**src/rtl/mem_arbiter_if.sv**
```systemverilog
// Bundle of the two requester ports and the synchronous-memory port of mem_arbiter.
// slave: arbiter side; master: environment side (requesters and memory).
interface mem_arbiter_if #(
    parameter int ADDR_W = 8,
    parameter int DATA_W = 16
);
    logic              req0;
    logic              we0;
    logic [ADDR_W-1:0] addr0;
    logic [DATA_W-1:0] wdata0;
    logic              gnt0;
    logic              ack0;
    logic [DATA_W-1:0] rdata0;

    logic              req1;
    logic              we1;
    logic [ADDR_W-1:0] addr1;
    logic [DATA_W-1:0] wdata1;
    logic              gnt1;
    logic              ack1;
    logic [DATA_W-1:0] rdata1;

    logic [ADDR_W-1:0] mem_addr;
    logic [DATA_W-1:0] mem_data;
    logic              mem_we;
    logic [DATA_W-1:0] mem_q;

    modport slave (
        input  req0, we0, addr0, wdata0,
        input  req1, we1, addr1, wdata1,
        input  mem_q,
        output gnt0, ack0, rdata0,
        output gnt1, ack1, rdata1,
        output mem_addr, mem_data, mem_we
    );

    modport master (
        output req0, we0, addr0, wdata0,
        output req1, we1, addr1, wdata1,
        output mem_q,
        input  gnt0, ack0, rdata0,
        input  gnt1, ack1, rdata1,
        input  mem_addr, mem_data, mem_we
    );
endinterface

```
**src/rtl/mem_arbiter.sv**
```systemverilog
// Two-requester arbiter for one synchronous memory: each access is ACC -> CAPT -> ACK.
// Define MEM_ARB_RR_EN for round-robin on contention; otherwise requester 0 has fixed priority.
module mem_arbiter #(
    parameter int ADDR_W = 8,
    parameter int DATA_W = 16
) (
    input  logic          clk,
    input  logic          reset_n,
    mem_arbiter_if.slave  bus
);

    typedef enum logic [1:0] {
        IDLE = 2'd0,
        ACC  = 2'd1,
        CAPT = 2'd2,
        ACK  = 2'd3
    } state_t;

    state_t            state_q;
    logic              gnt0_q;
    logic              gnt1_q;
    logic              ack0_q;
    logic              ack1_q;
    logic              mem_we_q;
    logic              we_q;
    logic [ADDR_W-1:0] mem_addr_q;
    logic [DATA_W-1:0] mem_data_q;
    logic [DATA_W-1:0] rdata0_q;
    logic [DATA_W-1:0] rdata1_q;

    logic              any_req_s;
    logic              win1_s;

`ifdef MEM_ARB_RR_EN
    logic              last_q;
`endif

    // Winner selection for the next IDLE sampling edge
    always_comb begin
        any_req_s = bus.req0 | bus.req1;
`ifdef MEM_ARB_RR_EN
        if (bus.req0 && bus.req1) begin
            win1_s = ~last_q;
        end else begin
            win1_s = bus.req1;
        end
`else
        if (bus.req0) begin
            win1_s = 1'b0;
        end else begin
            win1_s = bus.req1;
        end
`endif
    end

    // Access sequencer with registered grant, ack, memory and read-data outputs
    always_ff @(posedge clk or negedge reset_n) begin
        if (!reset_n) begin
            state_q    <= IDLE;
            gnt0_q     <= 1'b0;
            gnt1_q     <= 1'b0;
            ack0_q     <= 1'b0;
            ack1_q     <= 1'b0;
            mem_we_q   <= 1'b0;
            we_q       <= 1'b0;
            mem_addr_q <= '0;
            mem_data_q <= '0;
            rdata0_q   <= '0;
            rdata1_q   <= '0;
`ifdef MEM_ARB_RR_EN
            last_q     <= 1'b1;
`endif
        end else begin
            case (state_q)
                IDLE: begin
                    if (any_req_s) begin
                        state_q    <= ACC;
                        gnt0_q     <= ~win1_s;
                        gnt1_q     <= win1_s;
                        mem_addr_q <= win1_s ? bus.addr1  : bus.addr0;
                        mem_data_q <= win1_s ? bus.wdata1 : bus.wdata0;
                        we_q       <= win1_s ? bus.we1    : bus.we0;
                        mem_we_q   <= win1_s ? bus.we1    : bus.we0;
`ifdef MEM_ARB_RR_EN
                        last_q     <= win1_s;
`endif
                    end else begin
                        state_q    <= IDLE;
                    end
                end
                ACC: begin
                    mem_we_q <= 1'b0;
                    state_q  <= CAPT;
                end
                CAPT: begin
                    // mem_q now reflects the address presented during ACC
                    if (!we_q) begin
                        if (gnt1_q) begin
                            rdata1_q <= bus.mem_q;
                        end else begin
                            rdata0_q <= bus.mem_q;
                        end
                    end else begin
                        rdata0_q <= rdata0_q;
                    end
                    ack0_q  <= gnt0_q;
                    ack1_q  <= gnt1_q;
                    state_q <= ACK;
                end
                ACK: begin
                    ack0_q  <= 1'b0;
                    ack1_q  <= 1'b0;
                    gnt0_q  <= 1'b0;
                    gnt1_q  <= 1'b0;
                    state_q <= IDLE;
                end
                default: begin
                    ack0_q   <= 1'b0;
                    ack1_q   <= 1'b0;
                    gnt0_q   <= 1'b0;
                    gnt1_q   <= 1'b0;
                    mem_we_q <= 1'b0;
                    state_q  <= IDLE;
                end
            endcase
        end
    end

    assign bus.gnt0     = gnt0_q;
    assign bus.gnt1     = gnt1_q;
    assign bus.ack0     = ack0_q;
    assign bus.ack1     = ack1_q;
    assign bus.rdata0   = rdata0_q;
    assign bus.rdata1   = rdata1_q;
    assign bus.mem_addr = mem_addr_q;
    assign bus.mem_data = mem_data_q;
    assign bus.mem_we   = mem_we_q;

endmodule

```
**src/flat_wrapper.sv**
```systemverilog
// flat-port wrapper written by rule: the top's interface ports become plain ports
module mem_arbiter_flat 
#(
    parameter int ADDR_W = 8,
    parameter int DATA_W = 16
)
  (clk, reset_n, bus_req0, bus_we0, bus_addr0, bus_wdata0, bus_req1, bus_we1, bus_addr1, bus_wdata1, bus_mem_q, bus_gnt0, bus_ack0, bus_rdata0, bus_gnt1, bus_ack1, bus_rdata1, bus_mem_addr, bus_mem_data, bus_mem_we);
  mem_arbiter_if #(.ADDR_W(ADDR_W), .DATA_W(DATA_W)) bus_i ();
  input  logic clk;
  input  logic reset_n;
  input wire logic [$bits(bus_i.req0)-1:0] bus_req0;
  input wire logic [$bits(bus_i.we0)-1:0] bus_we0;
  input wire logic [$bits(bus_i.addr0)-1:0] bus_addr0;
  input wire logic [$bits(bus_i.wdata0)-1:0] bus_wdata0;
  input wire logic [$bits(bus_i.req1)-1:0] bus_req1;
  input wire logic [$bits(bus_i.we1)-1:0] bus_we1;
  input wire logic [$bits(bus_i.addr1)-1:0] bus_addr1;
  input wire logic [$bits(bus_i.wdata1)-1:0] bus_wdata1;
  input wire logic [$bits(bus_i.mem_q)-1:0] bus_mem_q;
  output wire logic [$bits(bus_i.gnt0)-1:0] bus_gnt0;
  output wire logic [$bits(bus_i.ack0)-1:0] bus_ack0;
  output wire logic [$bits(bus_i.rdata0)-1:0] bus_rdata0;
  output wire logic [$bits(bus_i.gnt1)-1:0] bus_gnt1;
  output wire logic [$bits(bus_i.ack1)-1:0] bus_ack1;
  output wire logic [$bits(bus_i.rdata1)-1:0] bus_rdata1;
  output wire logic [$bits(bus_i.mem_addr)-1:0] bus_mem_addr;
  output wire logic [$bits(bus_i.mem_data)-1:0] bus_mem_data;
  output wire logic [$bits(bus_i.mem_we)-1:0] bus_mem_we;
  assign bus_i.req0 = bus_req0;
  assign bus_i.we0 = bus_we0;
  assign bus_i.addr0 = bus_addr0;
  assign bus_i.wdata0 = bus_wdata0;
  assign bus_i.req1 = bus_req1;
  assign bus_i.we1 = bus_we1;
  assign bus_i.addr1 = bus_addr1;
  assign bus_i.wdata1 = bus_wdata1;
  assign bus_i.mem_q = bus_mem_q;
  assign bus_gnt0 = bus_i.gnt0;
  assign bus_ack0 = bus_i.ack0;
  assign bus_rdata0 = bus_i.rdata0;
  assign bus_gnt1 = bus_i.gnt1;
  assign bus_ack1 = bus_i.ack1;
  assign bus_rdata1 = bus_i.rdata1;
  assign bus_mem_addr = bus_i.mem_addr;
  assign bus_mem_data = bus_i.mem_data;
  assign bus_mem_we = bus_i.mem_we;
  mem_arbiter #(.ADDR_W(ADDR_W), .DATA_W(DATA_W)) u_core (.clk(clk), .reset_n(reset_n), .bus(bus_i));
endmodule
```
**config.mk**
```make
export PLATFORM = sky130hd
export DESIGN_NAME = mem_arbiter_flat
export DESIGN_NICKNAME = d
export VERILOG_FILES = /design/src/rtl/mem_arbiter_if.sv /design/src/rtl/mem_arbiter.sv /design/src/flat_wrapper.sv
export SDC_FILE = /design/constraint.sdc
export NUM_CORES = 1
export LEC_CHECK = 0
export CAP_MARGIN = 20
export CORE_MARGIN = 5
export CORE_UTILIZATION = 37
export DETAILED_ROUTE_END_ITERATION = 8
export MAX_ROUTING_LAYER = met4
export PLACE_DENSITY = 0.77
export RECOVER_POWER = 25
export SLEW_MARGIN = 20
export SYNTH_ARGS = -nofsm -noshare
export SYNTH_HDL_FRONTEND = slang
export SYNTH_SLANG_ARGS = --single-unit
```
**constraint.sdc**
```tcl
create_clock -name clk -period 2.5 [get_ports clk]
set_input_delay 0.5 -clock clk [delete_from_list [all_inputs] [get_ports clk]]
set_output_delay 0.5 -clock clk [all_outputs]
set_load 0.03 [all_outputs]
```
==> run metrics, run 1 <==
status=finished clean; Setup-failing EPs final=0; Synth Cell Area=2750 sq um; clk_skew=0.00522 ns; total core area=7250 sq um; number of synthesized flops with an enable pin=0; WS Path Type=flip-flop to output port; CP Max Fanout=6; post-route ant nets=0; setup ws final=about 0.45 ns; dominant synthesized flop cell=dfrtp_1; first-pass GRT wire length=11,100 um; DP Worst Slack=0.504 ns; Final Cycle Share=81.9%; Detailed Route Iter0 Violations=35; required time worst endpoint=2.00 ns; post-synth top area cell=dfrtp_1; fin nets=around 420; register area share after synthesis=58.2%; Yosys cell types=23; vertical die dimension=around 96 um; worst-case clock buffer depth=2; CP arrival=1.55 ns; Cell Pwr Density=1370 nW/um^2; final setup TNS=0 ns; endpoints failing hold=0; top cell type's share of synthesized area=58.2%; number of remaining DRC errors=0; synthesis-stage register bit count=64; Largest stage delay, worst path=0.73 ns; post-synthesis net count=283; placed instance area=4170 sq um; top cells by area, synth=dfrtp_1, mux2i_1, mux2_2; crit path buf inv count=1; via/cell ratio=4.64; TritonCTS clock tree=yes; Hold WS=0.478 ns; clock period minus worst slack=2.05 ns; Worst path slowest cell=clkdlybuf4s50_1; n_diodes=0; Port Buffers=130; Max-Cap Viols=0; DR pass1 iterations=4; measured slew at the worst slew-check pin=1.46 ns; hold_buf cts=0; GPL Wtd Cong=0.723; routed len/inst=roughly 16 um; Initial Util=37.9%; Max transition margin=2.43%; maximum number of pins on one net before global-route repair=51; clk slew on worst S/H paths=approximately 0.07 ns; Ys Warns=0; num rows=31; initial antenna violation count=0; overall power=6.02 mW; clock latency on the worst-skew pair=0.32 ns; VDD IR max=between 500 and 600 uV; cts repair resizes=0; Slew Limit Fails=0; Mapped Cells=209; filler instances=just over 600; ys async rst share=100%; Die ar.=~9300 sq um; Num CTS Buffers=9; vias=2,072; final WL=7150 um; Syn Area/Cell=between 10 and 15 sq um; layout cells sized above 1=16.7%; DIE WIDTH=96.2 um; most frequent cell after synthesis=dfrtp_1; Synth-to-Final Area Change=60.1%; crit path cell chain=clkdlybuf4s50_1; commonest cells in the netlist=dfrtp_1, mux2i_1, o21ai_0, nand2_1, mux2_2; H-tree Lvls=3; Tightest Hold Check Type=flip-flop to flip-flop; Worst setup EP type=output port; vias in the first global route=2,195; Post-CTS Setup Inserts=0; Final HPWL DP=5310 um; CTS sink count=64; leakage power=a little under 2 nW; Top Family by Delay on Critical Path=buffers and inverters; Global Route Usage Sum=16.2%; max frequency=488 MHz; grt ovf=0; RSZ-0062 raised after global routing=no; post-route cell area=roughly 4400 sq um; # IOs=roughly 130; CTS root buf=clkbuf_8; Startpoint Class=flip-flop
## final timing paths
check                                             start                 endpoint  depth (start not counted)  slack, ns
worst max-delay path                    u_core.bus.gnt1                 bus_gnt1                          1       0.45
max in group asynchronous                       reset_n    u_core.bus.rdata0[14]                          2       1.11
worst max register to register        u_core.state_q[0]     u_core.bus.rdata0[5]                          6       0.64
worst min register to register  u_core.bus.mem_data[10]  u_core.bus.mem_data[10]                          2       0.48
worst min-delay path            u_core.bus.mem_data[10]  u_core.bus.mem_data[10]                          2       0.48
min in group asynchronous                       reset_n    u_core.bus.rdata1[15]                          1       0.51
## metal layers
metal	track usage [%]	wire, um
met5	-	0
met4	5.33	38
met3	4.38	652
met2	26.0	3490
met1	19.9	2970
## cell usage in the layout, fill, tap and decap left out, types with 2 or more instances in the layout
cell | netlist | layout
a31o_2 | 2 | 2
inv_1 | 3 | 3
bufinv_16 | 0 | 3
nor2_1 | 3 | 3
nand2_1 | 24 | 24
ha_1 | 4 | 4
mux2_4 | 10 | 10
buf_12 | 1 | 2
mux2_2 | 22 | 22
clkbuf_8 | 0 | 9
a22o_1 | 2 | 2
clkbuf_1 | 5 | 2
clkdlybuf4s50_1 | 0 | 129
clkinv_2 | 0 | 2
o21ai_0 | 27 | 27
nand3_1 | 2 | 2
dfrtp_1 | 64 | 64
mux2i_1 | 28 | 28
buf_4 | 3 | 2
## sequential cells by signal, indices dropped and copies added (netlist names), 2 cells and up
register,count
u_core.state_q,2
u_core.bus.rdata0,16
u_core.bus.rdata1,16
u_core.bus.mem_data,16
u_core.bus.mem_addr,8
## power breakdown
part           internal (mW)  total, mW  leakage (nW)  switching, mW
sequential              1.55       1.84         0.771          0.290
clock                  0.660       1.05         0.116          0.391
combinational           1.44       3.13          1.08           1.69
## through the flow
stage	utilization, %	std cells
final	60.7	447
after CTS	60.7	447
after detailed placement	57.5	431
after global placement	57.5	431
after floorplan	-	209
after global routing	60.7	447
## kinds of logic (layout without fill, tap and decap cells)
logic type | count (synthesis) | count (layout) | synth area share [%]
DFF | 64 | 64 | 58.2
muxes | 60 | 60 | 24.7
and+or+nand+nor | 34 | 34 | 5.78
AOI/OAI and AO/OA | 32 | 32 | 6.37
buffers and inverters | 15 | 154 | 3.14
adders and majority gates | 4 | 4 | 1.82
## area by class of cell
type | count | area (sq um) | area share (%)
well taps | 99 | 124 | 2.81
inverters | 4 | 15.0 | 0.341
flip-flops and latches | 64 | 1600 | 36.4
clock inverters | 6 | 108 | 2.44
clock buffers | 10 | 128 | 2.90
repair buffers | 134 | 1350 | 30.7
multi-input cells | 130 | 1080 | 24.4
No activity file was read; power rests on OpenSTA's default activity.
==> run 2, diff against run 1 <==
==> constraint.sdc (replaced) <==
create_clock -name clk -period 2 [get_ports clk]
set_input_delay 0.4 -clock clk [delete_from_list [all_inputs] [get_ports clk]]
set_output_delay 0.4 -clock clk [all_outputs]
set_load 0.03 [all_outputs]
==> run metrics, run 2 (synthesis gave the netlist of run 1 again) <==
CP arrival=1.54 ns (about the same); commonest non-fill, non-tap cells in the layout=clkdlybuf4s50_1, dfrtp_1, mux2i_1, o21ai_0, nand2_1; met1 wire length=2960 um (-0.34%); number of remaining DRC errors=0 (unchanged); routed len/inst=15.8 um (-1.0%); CP Max Fanout=6 (unchanged); Top Family by Delay on Critical Path=buffers and inverters; # IOs=131 (unchanged); Worst path slowest cell=clkdlybuf4s50_1; Global Route Usage Sum=16.3% (+0.094 points); GPL Wtd Cong=0.739 (+2.2%); measured slew at the worst slew-check pin=1.55 ns (+0.0908 ns); layout cells sized above 1=17.7% (+1.0 points); Largest stage delay, worst path=0.73 ns (about the same); num rows=31 (unchanged); commonest non-fill, non-tap cell in the layout=clkdlybuf4s50_1; Max transition margin=-3.62% (-6.1 points); hold_buf cts=0 (unchanged); Tightest Hold Check Type=flip-flop to flip-flop; Detailed Route Iter0 Violations=35 (unchanged); Worst setup EP type=output port; max frequency=517 MHz; Final Cycle Share=between 90% and 100%; post-route ant nets=0 (unchanged); Max-Cap Viols=1 (+1); vertical die dimension=96.2 um (unchanged); violated checks=max-capacitance violations, max-slew violations; DIE WIDTH=96.2 um (unchanged); met3 wire length=585 um (-10%); Synth-to-Final Area Change=59.1%; CTS sink count=64 (unchanged); crit path cell chain=clkdlybuf4s50_1; clock latency on the worst-skew pair=0.33 ns (about the same); Port Buffers=130 (unchanged); grt ovf=0 (unchanged); leakage power=1.96 nW (-0.76%); Die ar.=9260 sq um (unchanged); final setup TNS=0 ns (unchanged); clk_skew=0.00514 ns (-0.0000796 ns); maximum number of pins on one net before global-route repair=65 (+27%); Num CTS Buffers=9 (unchanged); total core area=7250 sq um (unchanged); required time worst endpoint=1.60 ns (-0.40 ns); CTS root buf=clkbuf_8; Setup-failing EPs final=0 (unchanged); H-tree Lvls=3 (unchanged); Slew Limit Fails=65 (+65); vias in the first global route=2,238 (+2.0%); Initial Util=37.9% (unchanged); n_diodes=0 (unchanged); clk slew on worst S/H paths=0.07 ns (about the same); Cell Pwr Density=1660 nW/um^2 (+21%); VDD IR max=575 uV (+11%); crit path buf inv count=1 (unchanged); clock period minus worst slack=1.94 ns; Final HPWL DP=5450 um (+2.6%); routed wl met2=3520 um (+0.80%); via/cell ratio=4.63 (-0.19%); Highest Signal Layer=met4; TritonCTS clock tree=yes; status=complete, but fails checks; overall power=7.26 mW (+21%); vias=2,082 (+0.48%); final WL=7120 um (-0.34%); first-pass GRT wire length=11,100 um (+0.31%); DR pass1 iterations=4 (unchanged); cts repair resizes=0 (unchanged); initial antenna violation count=0 (unchanged); Post-CTS Setup Inserts=0 (unchanged); fin nets=420 (+0.72%); RSZ-0062 raised after global routing=no; Startpoint Class=flip-flop; endpoints failing hold=0 (unchanged); worst-case clock buffer depth=2 (unchanged); WS Path Type=flip-flop to output port
==> run 2: per-layer routing <==
layer / vias up / track usage [%]
met5: - / -
met4: 0 / 4.62
met3: 6 / 3.67
met2: 83 / 26.2
met1: 993 / 20.7
li1: 1000 / -
==> run 2: worst paths after layout <==
kind                                          end                    from  depth (start not counted)  slack, ns
max reg2reg                  u_core.bus.rdata0[2]       u_core.state_q[0]                          6       0.24
min                        u_core.bus.mem_data[9]  u_core.bus.mem_data[9]                          2       0.48
min in group asynchronous   u_core.bus.rdata1[15]                 reset_n                          2       0.54
max                                      bus_gnt1         u_core.bus.gnt1                          1       0.06
max in group asynchronous  u_core.bus.mem_data[9]                 reset_n                          2       0.52
min reg2reg                u_core.bus.mem_data[9]  u_core.bus.mem_data[9]                          2       0.48
==> run 2: layout make-up <==
class / count / area [sq um]
Timing Repair Buffer: 137 / 1380
Tap cell: 99 / 124
Inverter: 4 / 15.0
Fill cell: 613 / 2880
Clock buffer: 11 / 141
Clock inverter: 5 / 32.5
Multi-Input combinational cell: 130 / 1080
Sequential cell: 64 / 1600
==> run 2: tightest hold or removal path, cell delays in order (launching register included) <==
cell and delay [ns]:
dfrtp_1 0.34, nand2_1 0.04, o21ai_0 0.06
==> run 2: report_power, final <==
part | total, mW | switching, mW | internal, mW
combinational | 4.00 | 2.14 | 1.86
sequential | 2.29 | 0.354 | 1.94
clock | 0.967 | 0.489 | 0.479
total | 7.26 | 2.99 | 4.27
==> run 2: per-stage QoR <==
| stage | util, % | std cells | hold WS, ns | cell area [sq um] | worst slack, ns |
|---|---|---|---|---|---|
| after CTS | 60.5 | 450 | 0.0870 | 4390 | 0.0441 |
| final | 60.3 | 450 | 0.479 | 4370 | 0.0644 |
| after floorplan | - | 209 | 0.104 | 2750 | 0.283 |
| after global placement | 58.1 | 434 | 0.437 | 4220 | 0.270 |
| after detailed placement | 58.1 | 434 | 0.445 | 4220 | 0.222 |
| after global routing | 60.3 | 450 | 0.501 | 4370 | 0.00415 |
